[src/rtl/alu_share_arbiter.sv]
// alu_share_arbiter
//
// Purpose: lets two requesters share one external combinational ALU. A
// request is accepted in IDLE, its operands are held in local registers and
// driven to the ALU during EXEC, and the result is registered and offered on
// the owning response port in RESP until that port accepts it.
// Each operation takes at least three cycles.
//
// Configuration macro:
//   ALU_ARB_RR_EN  defined   : round-robin selection when both ports are valid
//                  undefined : fixed priority, port 0 always wins
//
// Ports:
//   clk, rst                   clock, synchronous active-high reset
//   r0_valid/r1_valid          per-port request valid
//   r0_ready/r1_ready          per-port request accept (IDLE only)
//   r0_op/r1_op                per-port ALU control code (1010-1111 = branch compare)
//   r0_a/r0_b/r1_a/r1_b        per-port operands
//   rsp0_valid/rsp1_valid      per-port response valid
//   rsp0_ready/rsp1_ready      per-port response accept
//   rsp_data, rsp_flag         registered result and branch-taken flag
//   alu_ctrl, alu_a, alu_b     control and operands to the shared ALU
//   alu_result, alu_flag       combinational ALU outputs
//   busy                       high whenever the FSM is not IDLE
//   owner                      port of the in-flight or last-granted request
module alu_share_arbiter #(
  parameter int XLEN = 32
) (
  input  logic            clk,
  input  logic            rst,
  input  logic            r0_valid,
  output logic            r0_ready,
  input  logic [3:0]      r0_op,
  input  logic [XLEN-1:0] r0_a,
  input  logic [XLEN-1:0] r0_b,
  input  logic            r1_valid,
  output logic            r1_ready,
  input  logic [3:0]      r1_op,
  input  logic [XLEN-1:0] r1_a,
  input  logic [XLEN-1:0] r1_b,
  output logic            rsp0_valid,
  input  logic            rsp0_ready,
  output logic            rsp1_valid,
  input  logic            rsp1_ready,
  output logic [XLEN-1:0] rsp_data,
  output logic            rsp_flag,
  output logic [3:0]      alu_ctrl,
  output logic [XLEN-1:0] alu_a,
  output logic [XLEN-1:0] alu_b,
  input  logic [XLEN-1:0] alu_result,
  input  logic            alu_flag,
  output logic            busy,
  output logic            owner
);

  typedef enum logic [1:0] {
    IDLE = 2'd0,
    EXEC = 2'd1,
    RESP = 2'd2
  } state_t;

  state_t state;
  state_t state_next;

  logic [3:0]      op_q;
  logic [XLEN-1:0] a_q;
  logic [XLEN-1:0] b_q;
  logic            sel;
  logic            handshake;
  logic            rsp_accept;
  logic            is_branch;

`ifdef ALU_ARB_RR_EN
  // Port that won the most recent grant; reset to 1 so port 0 wins the
  // first contention.
  logic last_grant;
`endif

  // Port selection. sel is only meaningful when at least one port is valid;
  // ready is qualified with valid so an idle port never sees ready.
  always_comb begin
    sel = 1'b0;
`ifdef ALU_ARB_RR_EN
    if (r0_valid && r1_valid) begin
      sel = ~last_grant;
    end else if (r1_valid) begin
      sel = 1'b1;
    end
`else
    if (!r0_valid && r1_valid) begin
      sel = 1'b1;
    end
`endif
  end

  assign handshake  = (r0_valid && r0_ready) || (r1_valid && r1_ready);
  // Only the owning port's response ready can complete RESP.
  assign rsp_accept = owner ? rsp1_ready : rsp0_ready;
  assign is_branch  = (op_q >= 4'b1010);

  // State register.
  always_ff @(posedge clk) begin
    if (rst) begin
      state <= IDLE;
    end else begin
      state <= state_next;
    end
  end

  // Next-state logic.
  always_comb begin
    state_next = state;
    case (state)
      IDLE: if (handshake) state_next = EXEC;
      EXEC: state_next = RESP;
      RESP: if (rsp_accept) state_next = IDLE;
      default: state_next = IDLE;
    endcase
  end

  // FSM outputs.
  always_comb begin
    r0_ready   = 1'b0;
    r1_ready   = 1'b0;
    rsp0_valid = 1'b0;
    rsp1_valid = 1'b0;
    busy       = (state != IDLE);
    if (state == IDLE) begin
      r0_ready = r0_valid && !sel;
      r1_ready = r1_valid && sel;
    end
    if (state == RESP) begin
      rsp0_valid = !owner;
      rsp1_valid = owner;
    end
  end

  // Request capture and result registers. The ALU sees the captured
  // operands continuously; the result is taken at the end of EXEC, and the
  // flag is forced low for non-branch codes.
  always_ff @(posedge clk) begin
    if (rst) begin
      op_q       <= 4'd0;
      a_q        <= '0;
      b_q        <= '0;
      owner      <= 1'b0;
      rsp_data   <= '0;
      rsp_flag   <= 1'b0;
`ifdef ALU_ARB_RR_EN
      last_grant <= 1'b1;
`endif
    end else begin
      if (state == IDLE && handshake) begin
        op_q       <= sel ? r1_op : r0_op;
        a_q        <= sel ? r1_a  : r0_a;
        b_q        <= sel ? r1_b  : r0_b;
        owner      <= sel;
`ifdef ALU_ARB_RR_EN
        last_grant <= sel;
`endif
      end
      if (state == EXEC) begin
        rsp_data <= alu_result;
        rsp_flag <= is_branch ? alu_flag : 1'b0;
      end
    end
  end

  assign alu_ctrl = op_q;
  assign alu_a    = a_q;
  assign alu_b    = b_q;

endmodule

[config.mk]
export PLATFORM = sky130hd
export DESIGN_NAME = alu_share_arbiter
export DESIGN_NICKNAME = d
export VERILOG_FILES = /design/src/rtl/alu_share_arbiter.sv
export SDC_FILE = /design/constraint.sdc
export NUM_CORES = 1
export LEC_CHECK = 0
export ABC_AREA = 1
export BUFFER_PORTS_ARGS = -buffer_cell sky130_fd_sc_hd__buf_4
export CORE_ASPECT_RATIO = 1.25
export CORE_MARGIN = 10
export CORE_UTILIZATION = 40
export DETAILED_ROUTE_END_ITERATION = 8
export PLACE_DENSITY = 0.8
export SETUP_SLACK_MARGIN = 0.4
export SLEW_MARGIN = 10
export SYNTH_ARGS = -nofsm -noshare
export SYNTH_HDL_FRONTEND = slang
export SYNTH_SLANG_ARGS = --single-unit
[constraint.sdc]
create_clock -name clk -period 1.1 [get_ports clk]
set_input_delay 0.055 -clock clk [delete_from_list [all_inputs] [get_ports clk]]
set_output_delay 0.055 -clock clk [all_outputs]
set_load 0.05 [all_outputs]
# --- Word level (Yosys, flattened, before mapping) ---
# Cells that the tools add are included.
classes:
  order_cmp: 1
  eq_ne: 4
  muxes: 13
  n_reduce_logical: 13
op_table:
  columns: ["cell", "n"]
  rows:
  - ["32-bit 2-to-1 mux", 2]
  - ["1-bit 2-to-1 mux", 7]
  - ["1-bit logical AND", 6]
  - ["2-bit one-hot mux with 3 select lines", 1]
  - ["4-bit greater-or-equal comparator (second input constant)", 1]
  - ["2-bit 2-to-1 mux", 2]
  - ["4-bit 2-to-1 mux", 1]
  - ["2-bit inequality test (second input constant)", 2]
  - ["1-bit logical NOT", 3]
  - ["2-bit by 1-bit equality test with 1-bit output (second input constant)", 1]
  - ["2-bit equality test (second input constant)", 1]
  - ["2-bit logical NOT", 1]
  - ["2-bit AND reduction", 1]
  - ["2-bit nonzero test", 1]
  - ["1-bit logical OR", 1]
word_totals:
  ff_bits: 104
  wordCells: 38

# --- Depth between registers and ports, before layout ---
# Gate-level depths: netlist (run 1).
depth:
  word_depth: 10
  mapped_depth: 8
  mapped_depth_nobuf: 6

# --- Worst setup path before layout (run 1) ---
# No wires, ideal clock.
synth_path:
  kind: "register to output"
  start: "register owner"
  end: "output port rsp1_valid"
  arrival_time_ns: 1.451
  required_ns: 1.045
  path_slack_ns: -0.406
  stages_incl_launch_ff: 3
  path_cell_list: "dfxtp_1 > inv_1 > nor2_1"
synth_via:
  elab_chain_cells: 1
synth_rtl:
  columns: ["element", "line_no", "rtl"]
  rows:
  - ["start: declaration", "53", "output logic owner"]
  - ["start signal: assignment", "157", "owner <= sel;"]
  - ["1-bit 2-to-1 mux", "132", "if (state == RESP) begin"]
  - ["end: declaration", "43", "output logic rsp1_valid,"]
# No other way between the ends.

# --- Worst setup path after layout (run 1) ---
layout_path:
  start: "register state[0]"
  end: "register b_q[1] (netlist: alu_b[1])"
layout_via:
  elab_chain_cells: 5
layout_rtl:
  columns: ["element", "line_no", "rtl"]
  rows:
  - ["start: declaration", "62", "state_t state;"]
  - ["start signal: assignment", "106", "state <= state_next;"]
  - ["2-bit logical NOT (*)", "128, 153", null]
  - ["1-bit 2-to-1 mux", "128", "if (state == IDLE) begin"]
  - ["1-bit logical AND", "96", "assign handshake = (r0_valid && r0_ready) || (r1_valid && r1_ready);"]
  - ["1-bit logical OR", "96", null]
  - ["1-bit logical AND (*)", "153", "if (state == IDLE && handshake) begin"]
  - ["end signal: assignment", "156", "b_q <= sel ? r1_b : r0_b;"]
  - ["end: declaration", "67", "logic [XLEN-1:0] b_q;"]
# Every way passes the cells marked *; elsewhere a longest branch is shown, timed or not.
# A chain may end at the register's enable or synchronous reset.

==> flow_summary.ini, run 1 <==
[outcome]
violations = setup timing
status = finished, violations left

[drt]
wl_um = 35700
ant_nets = 0
drc = 0
drt-vias-per-instance = 5.73
drtIter0Drc = 970
wl_per_cell_um = 25.7
firstDrtPassIters = 9
vias = 7973

[sta]
skew_ns = 0.0150
setup_ws_ns = -0.498
timing.slew.headroom_pct = 66.0
post-route-period-util_pct = 145
setup_viol = 109
slew_viol_final = 0
period_minus_slack_ns = 1.60
rsz0062_at_grt = yes
clock.fmax_mhz = 626
tightest_slew_ns = 0.509
hold_viol = 0

[power]
p_sw_share_pct = 41.2
net-switching-power_mw = 6.76
pwr-share-seq_pct = 29.3
ir_drop_mv = 0.934
p_per_area_nw_per_um2 = 1430
leakage_nw = 5.54
clkPwrFrac_pct = 19.4
p_int_mw = 9.63
p_comb_share_pct = 51.3

[worst_setup_path]
rrSetupSlack_ns = -0.50
start_kind = flip-flop
reg2reg_from = state[0]$_SDFFE_PP0P_
r2r_end = alu_b[1]$_SDFFE_PP0P_
crit_fanout = 6
cp.arrival_ns = 1.85
worstSetupEndpointType = flip-flop
cp.required_ns = 1.36
r2r_cells = 9
crit_type = flip-flop to flip-flop

[clock_network]
cts_max_level = 3
cts.path.max_buffers = 2
insertion_delay_ns = 0.35
cts.clk_slew.worst_paths_ns = 0.08
cts_root_buffer = clkbuf_16
cts.sinks = 104
cts_buffers = 9
cts_tree = done

[synthesis]
synth_cells = 828
syn_nets = 1003
yosysMostFrequentCell = nand2_1
ys_ff_latch = 104
ys_top_cells_by_area = dfxtp_1 41%, nand2_1 21%, nor2_1 15%, nand3_1 7.1%, inv_1 5.8%
synth_top_cell_area_share_pct = 41.5
synth_common_cells = 277 x nand2_1, 204 x nor2_1, 104 x dfxtp_1, 77 x inv_1, 71 x nand3_1
ys_seq_area_share_pct = 41.5
async_reset_ff_share_pct = 0
yosysWarnings = 0
synth_largest_area_cell = dfxtp_1
syn-cell-area_um2 = 5020
syn_area_per_cell_um2 = 6.06
synth_edf_count = 0
yosysUniqueCellTypes = 16
synth-main-ff-cell = dfxtp_1

[global_route]
overflow = 0
grt_max_degree = 51
grt_usage_pct = 28.5
grt_pass1_vias = 7212
antenna_found_initial = 1
grt_pass1_wl_um = 39900

[floorplanning]
die_w_um = 120
core_um2 = 12200
initial_core_util_pct = 41.1
io_pins = 282
rows = 45
dieArea_um2 = 17500
chipHeight_um = 145

[place]
dpl_worst_slack_ns = -0.0208
dp_hpwl_um = 13900
gp_congestion = 0.823
port_buffers = 281

[cells_and_area]
drive_gt1_share_pct = 62.7
finalNetCount = 1396
multi_input_area_um2 = 3500
final_util_pct = 93.9
regArea_um2 = 2250
fillers = 376
synthToLayoutAreaGrowth_pct = 129

[flow_run]
drv_cap = 0

[worst_hold_path]
hold_path.startpoint = r0_b[12]
min_path_type = input port to flip-flop
holdPathStages = 5
holdPathEnd = alu_b[12]$_SDFFE_PP0P_
[power groups by stage]
stage          registers, mW  logic [mW]  clock network [mW]
2_1_floorplan           6.03        1.54                   0
3_3_place_gp            4.51        4.69                   0
3_5_place_dp            4.53        4.73                   0
4_1_cts                 4.70        6.60                3.04
5_1_grt                 4.83        8.64                3.29
6_report                4.81        8.40                3.18
[through the flow]
| step | hold slack (ns) | total power [mW] | cell area (µm²) | std cells | setup TNS [ns] |
|---|---|---|---|---|---|
| 2_1_floorplan | 0.114 | 7.57 | 5170 | 828 | 0 |
| 3_3_place_gp | 0.248 | 9.20 | 7500 | 1251 | -0.0158 |
| 3_5_place_dp | 0.248 | 9.26 | 7500 | 1251 | -0.114 |
| 4_1_cts | 0.00570 | 14.3 | 10200 | 1346 | -18.60 |
| 5_1_grt | 0.0401 | 16.8 | 11500 | 1391 | -41.02 |
| 6_report | 0.0245 | 16.4 | 11500 | 1391 | -37.91 |
[routing by layer]
metal / vias to the layer above / wire length [µm] / track usage (%)
li1: 3277 / - / -
met1: 3644 / 11200 / 27.8
met2: 799 / 16900 / 49.8
met3: 253 / 4410 / 10.5
met4: 0 / 3190 / 17.5
met5: - / 0 / 0
[critical path, stage by stage (launching register included)]
cell	delay (ns)
dfxtp_4	0.37
nor2_4	0.15
buf_6	0.12
o21ai_4	0.08
buf_12	0.16
buf_12	0.13
buf_16	0.14
nand2_4	0.05
nand2_2	0.08
nor2_1	0.21
[cells by family (layout without fill, tap and decap cells)]
| kind of cell | Yosys count | after routing | share of synthesized area (%) |
|---|---|---|---|
| other cells | 0 | 1 | 0 |
| buf+inv | 132 | 530 | 11.2 |
| compound gates | 37 | 37 | 3.76 |
| simple gates | 555 | 555 | 43.6 |
| flops | 104 | 104 | 41.5 |
[final cells by class]
cell class | count | share of cell area [%]
Antenna cell | 1 | 0.0218
Clock buffer | 13 | 2.18
Clock inverter | 3 | 0.153
Inverter | 78 | 2.77
Multi-Input combinational cell | 592 | 30.5
Sequential cell | 104 | 19.6
Tap cell | 164 | 1.79
Timing Repair Buffer | 436 | 42.9
[layout by cell type, fill, tap and decap left out, drive strengths merged, types with 3 or more instances in the layout]
| cell | Yosys | routed |
|---|---|---|
| buf | 35 | 398 |
| nor2 | 206 | 206 |
| a21oi | 3 | 3 |
| clkinvlp | 0 | 3 |
| clkbuf | 19 | 17 |
| nand3 | 71 | 71 |
| o21ai | 34 | 34 |
| dfxtp | 104 | 104 |
| nand2 | 278 | 278 |
| dlygate4sd3 | 0 | 34 |
| inv | 78 | 76 |
[registers in the layout, indices dropped and copies added, names as in the netlist]
signal / count
alu_a: 32
owner: 1
alu_ctrl: 4
rsp_data: 32
rsp_flag: 1
alu_b: 32
state: 2
[timing repair]
action,4_1_cts,5_1_grt
pin swaps,26,63
hold endpoints to repair,36,0
gates resized for setup,494,251
cloned,17,5
setup buffers,28,39
hold buffers,34,0
endpoints found under the setup margin,211,211
[worst max-delay path by stage]
stage	depth (start not counted)	slack (ns)	to	start
after global routing	8	-0.49	rsp_data[27]$_SDFFE_PP0N_	state[1]$_SDFFE_PP0P_
after CTS	6	-0.25	rsp1_valid	state[1]$_SDFFE_PP0P_
after floorplan	6	0.07	alu_ctrl[1]$_SDFFE_PP0P_	state[0]$_SDFFE_PP0P_
after global placement	6	-0.01	r1_ready	r0_valid
after detailed placement	6	-0.02	alu_b[4]$_SDFFE_PP0P_	state[0]$_SDFFE_PP0P_
final	9	-0.50	alu_b[1]$_SDFFE_PP0P_	state[0]$_SDFFE_PP0P_
(Power assumes the default switching activity.)
==> run 2, diff against run 1 <==
Settings changed: SETUP_SLACK_MARGIN 0.4 to 0.1.
==> run 2 against run 1 <==
The run still ends with setup timing left. Register-to-register slack better by 0.20 ns. Worst setup slack better by 0.20 ns. First-iteration DRC count is 61% lower. Sequential cell count stayed put. Critical path depth is 1 lower. Clock power hardly changed. Critical path type unchanged. Critical endpoint is now alu_b[0]$_SDFFE_PP0P_. Largest cell class unchanged. Highest routed layer unchanged.
==> flow_summary.ini, run 2 (synthesis gave the netlist of run 1 again) <==
[outcome]
status = finished, violations left
violations = setup timing

[clock_network]
cts_tree = done
cts_root_buffer = clkbuf_16
cts_buffers = 9
cts_max_level = 3
cts.path.max_buffers = 2
insertion_delay_ns = 0.35
cts.sinks = 104
cts.clk_slew.worst_paths_ns = 0.08

[place]
placed_area_um2 = 7430
dp_hpwl_um = 13600
dp.cells = 1247
gp_congestion = 0.831
port_buffers = 281
dpl_worst_slack_ns = -0.0520

[power]
ir_drop_mv = 0.921
p_per_area_nw_per_um2 = 1500
leakage_nw = 4.70
total_power_mw = 13.3

[sta]
tns_ns = -18.71
timing.slew.headroom_pct = 78.5
skew_ns = 0.0102
tightest_slew_ns = 0.323
setup_ws_ns = -0.297
clock.fmax_mhz = 716
setup_viol = 109
post-route-period-util_pct = 127
hold_viol = 0
slew_viol_final = 0
period_minus_slack_ns = 1.40
rsz0062_at_grt = yes

[drt]
vias = 6421
drc = 0
drtIter0Drc = 374
ant_nets = 0
wl_per_cell_um = 17.7
drt-vias-per-instance = 4.85
firstDrtPassIters = 5
wl_um = 23500

[worst_setup_path]
crit_family = buffers and inverters
path_buf_inv = 3
crit_type = flip-flop to flip-flop
cp.arrival_ns = 1.68
cp_slowest_cell = dfxtp_4
cp.required_ns = 1.38
start_kind = flip-flop
crit_fanout = 9
worstSetupEndpointType = flip-flop
cp_cell_sequence = nor2_4 -> buf_6 -> o21ai_4 -> clkbuf_16 -> clkbuf_16 -> nand2_1 -> nand2_1 -> nor2_1
cpPeakStageDelay_ns = 0.37

[floorplanning]
rows = 45
io_pins = 282
core_um2 = 12200
dieArea_um2 = 17500
initial_core_util_pct = 41.1
die_w_um = 120
chipHeight_um = 145

[cells_and_area]
drive_gt1_share_pct = 38.9
finalNetCount = 1330
fin_area_um2 = 8880
synthToLayoutAreaGrowth_pct = 76.9
diodes = 0
final_common_cell = buf_4
layout_common_cells = 281 x buf_4, 264 x nand2_1, 142 x nor2_1
fin_cells = 1324

[global_route]
grt_pass1_wl_um = 32500
grt_max_degree = 57
grt_pass1_vias = 6202
grt_usage_pct = 23.0
overflow = 0
antenna_found_initial = 0

[flow_run]
drv_cap = 0

[worst_hold_path]
min_path_type = input port to flip-flop
run 2: changes by cell type in the layout (fill, tap and decap cells not counted), moves of 34 or more:
cell / previous run / this run
buf_8: 109 / 8
dfxtp_1: 0 / 95
dfxtp_2: 87 / 6
nand2_1: 187 / 264
nor2_1: 87 / 142
buf_4: 231 / 281
nand2_2: 54 / 12
nand2_4: 37 / 2
nor2_4: 44 / 10
run 2: what timing repair did:
action                                  4_1_cts  5_1_grt
resized for setup                            77       96
hold buffers                                 36        0
endpoints found under the hold margin        36        0
buffers inserted                             12        3
cloned                                        6        5
pin swaps                                    19       24
endpoints found under the setup margin      106      118
run 2: metrics by stage:
step | hold slack (ns) | util [%]
global placement | 0.248 | 60.8
detailed placement | 0.251 | 60.8
floorplan | 0.117 | -
finish | 0.0105 | 72.7
CTS | 0.00854 | 69.6
global route | 0.0343 | 72.7
run 2: power breakdown:
group / internal [mW] / total (mW) / switching [mW]
Combinational: 2.16 / 5.61 / 3.45
Clock: 1.68 / 3.20 / 1.52
Sequential: 4.22 / 4.52 / 0.300
Total: 8.06 / 13.3 / 5.27
run 2: worst reg2reg max path: stages (launching register included):
cell and delay, ns:
dfxtp_4 0.37, nor2_4 0.14, buf_6 0.12, o21ai_4 0.07, clkbuf_16 0.19, clkbuf_16 0.17
nand2_1 0.06, nand2_1 0.07, nor2_1 0.14
run 2: layout make-up:
cell class                 instances  area [µm²]
clock inverter                     5        38.8
inverter                          78         303
sequential                       104        2100
multi-input combinational        592        2660
fill                             897        3340
timing repair buffer             368        3310
clock buffer                      11         253
timing repair inverter             2        12.5
tap                              164         205
run 2: worst paths after layout:
path                                              from                     end  slack [ns]  cells past startpoint
worst min register to register  alu_a[25]$_SDFFE_PP0P_  alu_a[25]$_SDFFE_PP0P_        0.51                      4
worst max-delay path             state[0]$_SDFFE_PP0P_   alu_b[0]$_SDFFE_PP0P_       -0.30                      8
worst max register to register   state[0]$_SDFFE_PP0P_   alu_b[0]$_SDFFE_PP0P_       -0.30                      8
worst min-delay path                           r0_a[5]   alu_a[5]$_SDFFE_PP0P_        0.01                      5
run 2: per-layer routing:
layer	wire (µm)	track usage (%)	share of wire, %
met1	8000	23.0	34
met2	12300	42.3	52
met3	2080	7.44	8.8
met4	1090	9.01	4.6
met5	0	0	0
==> run 3, diff against run 2 <==
Settings changed: CORE_UTILIZATION 40 to 45, GPL_TIMING_DRIVEN set to 0, PLACE_DENSITY 0.8 to 0.85.
Clock period 1.1 ns to 1.45 ns, I/O delays scaled along.
==> run 3 against run 2 <==
The flow now finishes without violations. Utilization shrank 0.15 points. Combinational power shrank 36%. Non-clock buffer count grew 1. Clock skew shrank 0.0024 ns. Sequential cell count is the same. Final area shrank 9.9%. Cell count shrank 2.3%. Count of clock-buffer cells in the layout shrank 1. Sequential power shrank 25%. Via count shrank 3.8%. Hold slack lost 0.0017 ns. Fmax grew 2.5%.
==> flow_summary.ini, run 3 (synthesis gave the netlist of run 1 again) <==
[sta]
setup_ws_ns = 0.0859
rsz0062_at_grt = yes
tns_ns = 0
clock.fmax_mhz = 733
period_minus_slack_ns = 1.36
timing.slew.headroom_pct = 63.6
slew_viol_final = 0
skew_ns = 0.00783
hold_viol = 0
tightest_slew_ns = 0.546
post-route-period-util_pct = 94.1
setup_viol = 0

[drt]
drc = 0
vias = 6178
wl_per_cell_um = 16.3
wl_um = 21100
ant_nets = 0
drtIter0Drc = 364
drt-vias-per-instance = 4.77
firstDrtPassIters = 5

[global_route]
overflow = 0
grt_pass1_wl_um = 32200
grt_pass1_vias = 6228
grt_max_degree = 18
grt_usage_pct = 25.0
antenna_found_initial = 0

[power]
p_per_area_nw_per_um2 = 1190
ir_drop_mv = 0.860
total_power_mw = 9.54
leakage_nw = 4.46

[cells_and_area]
final_common_cell = buf_4
finalNetCount = 1329
diodes = 0
synthToLayoutAreaGrowth_pct = 59.4
layout_common_cells = 293 x buf_4, 276 x nand2_1, 201 x nor2_1
drive_gt1_share_pct = 30.0
fin_area_um2 = 8000
fillers = 873

[clock_network]
cts.sinks = 104
cts_root_buffer = clkbuf_16
cts_max_level = 3
cts_buffers = 9
cts.path.max_buffers = 2
cts.clk_slew.worst_paths_ns = 0.08
insertion_delay_ns = 0.34
cts_tree = done

[worst_hold_path]
holdPathStages = 3
min_path_type = input port to flip-flop

[floorplanning]
core_um2 = 11000
chipHeight_um = 138
initial_core_util_pct = 45.5
rows = 43
io_pins = 282
dieArea_um2 = 15800
die_w_um = 114

[worst_setup_path]
start_kind = flip-flop
cp.required_ns = 1.72
crit_type = flip-flop to flip-flop
worstSetupEndpointType = flip-flop
cp.arrival_ns = 1.63
crit_fanout = 10
r2r_cells = 5

[outcome]
status = finished clean

[place]
dpl_worst_slack_ns = 0.127
gp_congestion = 0.894
port_buffers = 280
dp_hpwl_um = 15300
placed_area_um2 = 7300

[flow_run]
drv_cap = 0
## run 3: changes by cell type in the layout (fill, tap and decap cells not counted), sizes merged
cell | before | now
dlygate4sd3 | 36 | 33
inv | 82 | 80
buf | 328 | 318
clkbuf | 15 | 28
bufinv | 0 | 1
## run 3: path summary, 6_finish.rpt
path	from	endpoint	slack, ns
setup / recovery	state[0]$_SDFFE_PP0P_	rsp_data[23]$_SDFFE_PP0N_	0.09
hold / removal	alu_flag	rsp_flag$_SDFFE_PP0N_	0.009
setup reg to reg	state[0]$_SDFFE_PP0P_	rsp_data[23]$_SDFFE_PP0N_	0.09
hold reg to reg	alu_a[4]$_SDFFE_PP0P_	alu_a[4]$_SDFFE_PP0P_	0.51
## run 3: final cells by class
| class | instances | area (µm²) | area share, % |
|---|---|---|---|
| Inverter | 78 | 293 | 3.66 |
| Sequential cell | 104 | 2090 | 26.1 |
| Multi-Input combinational cell | 592 | 2400 | 30.0 |
| Timing Repair Buffer | 315 | 2460 | 30.8 |
| Buffer | 54 | 285 | 3.57 |
| Clock inverter | 6 | 65.1 | 0.813 |
| Clock buffer | 10 | 239 | 2.99 |
| Tap cell | 135 | 169 | 2.11 |
## run 3: stage by stage
stage	std cells	hold WS, ns	util, %
after floorplan	828	0.142	-
after CTS	1292	0.00185	72.1
after global placement	1243	0.276	66.2
final	1294	0.00879	72.5
after global routing	1294	0.0104	72.5
after detailed placement	1243	0.283	66.2
## run 3: worst max-delay path: stages, from the launching register on
cell	delay (ns)
dfxtp_4	0.38
inv_1	0.07
nor2_4	0.21
buf_2	0.26
o21ai_0	0.17
nor2_1	0.19
## run 3: timing repair
item,in CTS,in global routing
hold endpoints to repair,35,0
endpoints found under the setup margin,4,62
setup buffers,0,2
hold buffers,33,0
cloned,0,0
pin swaps,0,1
gates resized for setup,7,24
## run 3: power breakdown
group          internal [mW]  switching (mW)  total (mW)
sequential              3.19           0.187        3.38
combinational           1.24            2.38        3.61
clock                   1.40            1.15        2.54
total                   5.83            3.71        9.54
## run 3: per-layer routing
metal  track usage, %  wire length (µm)  up-vias
met1             25.8              7790     2754
met4             9.98               766        0
met5                0                 0        -
li1                 -                 -     3126
met2             43.1             10400      248
met3             10.5              2130       50
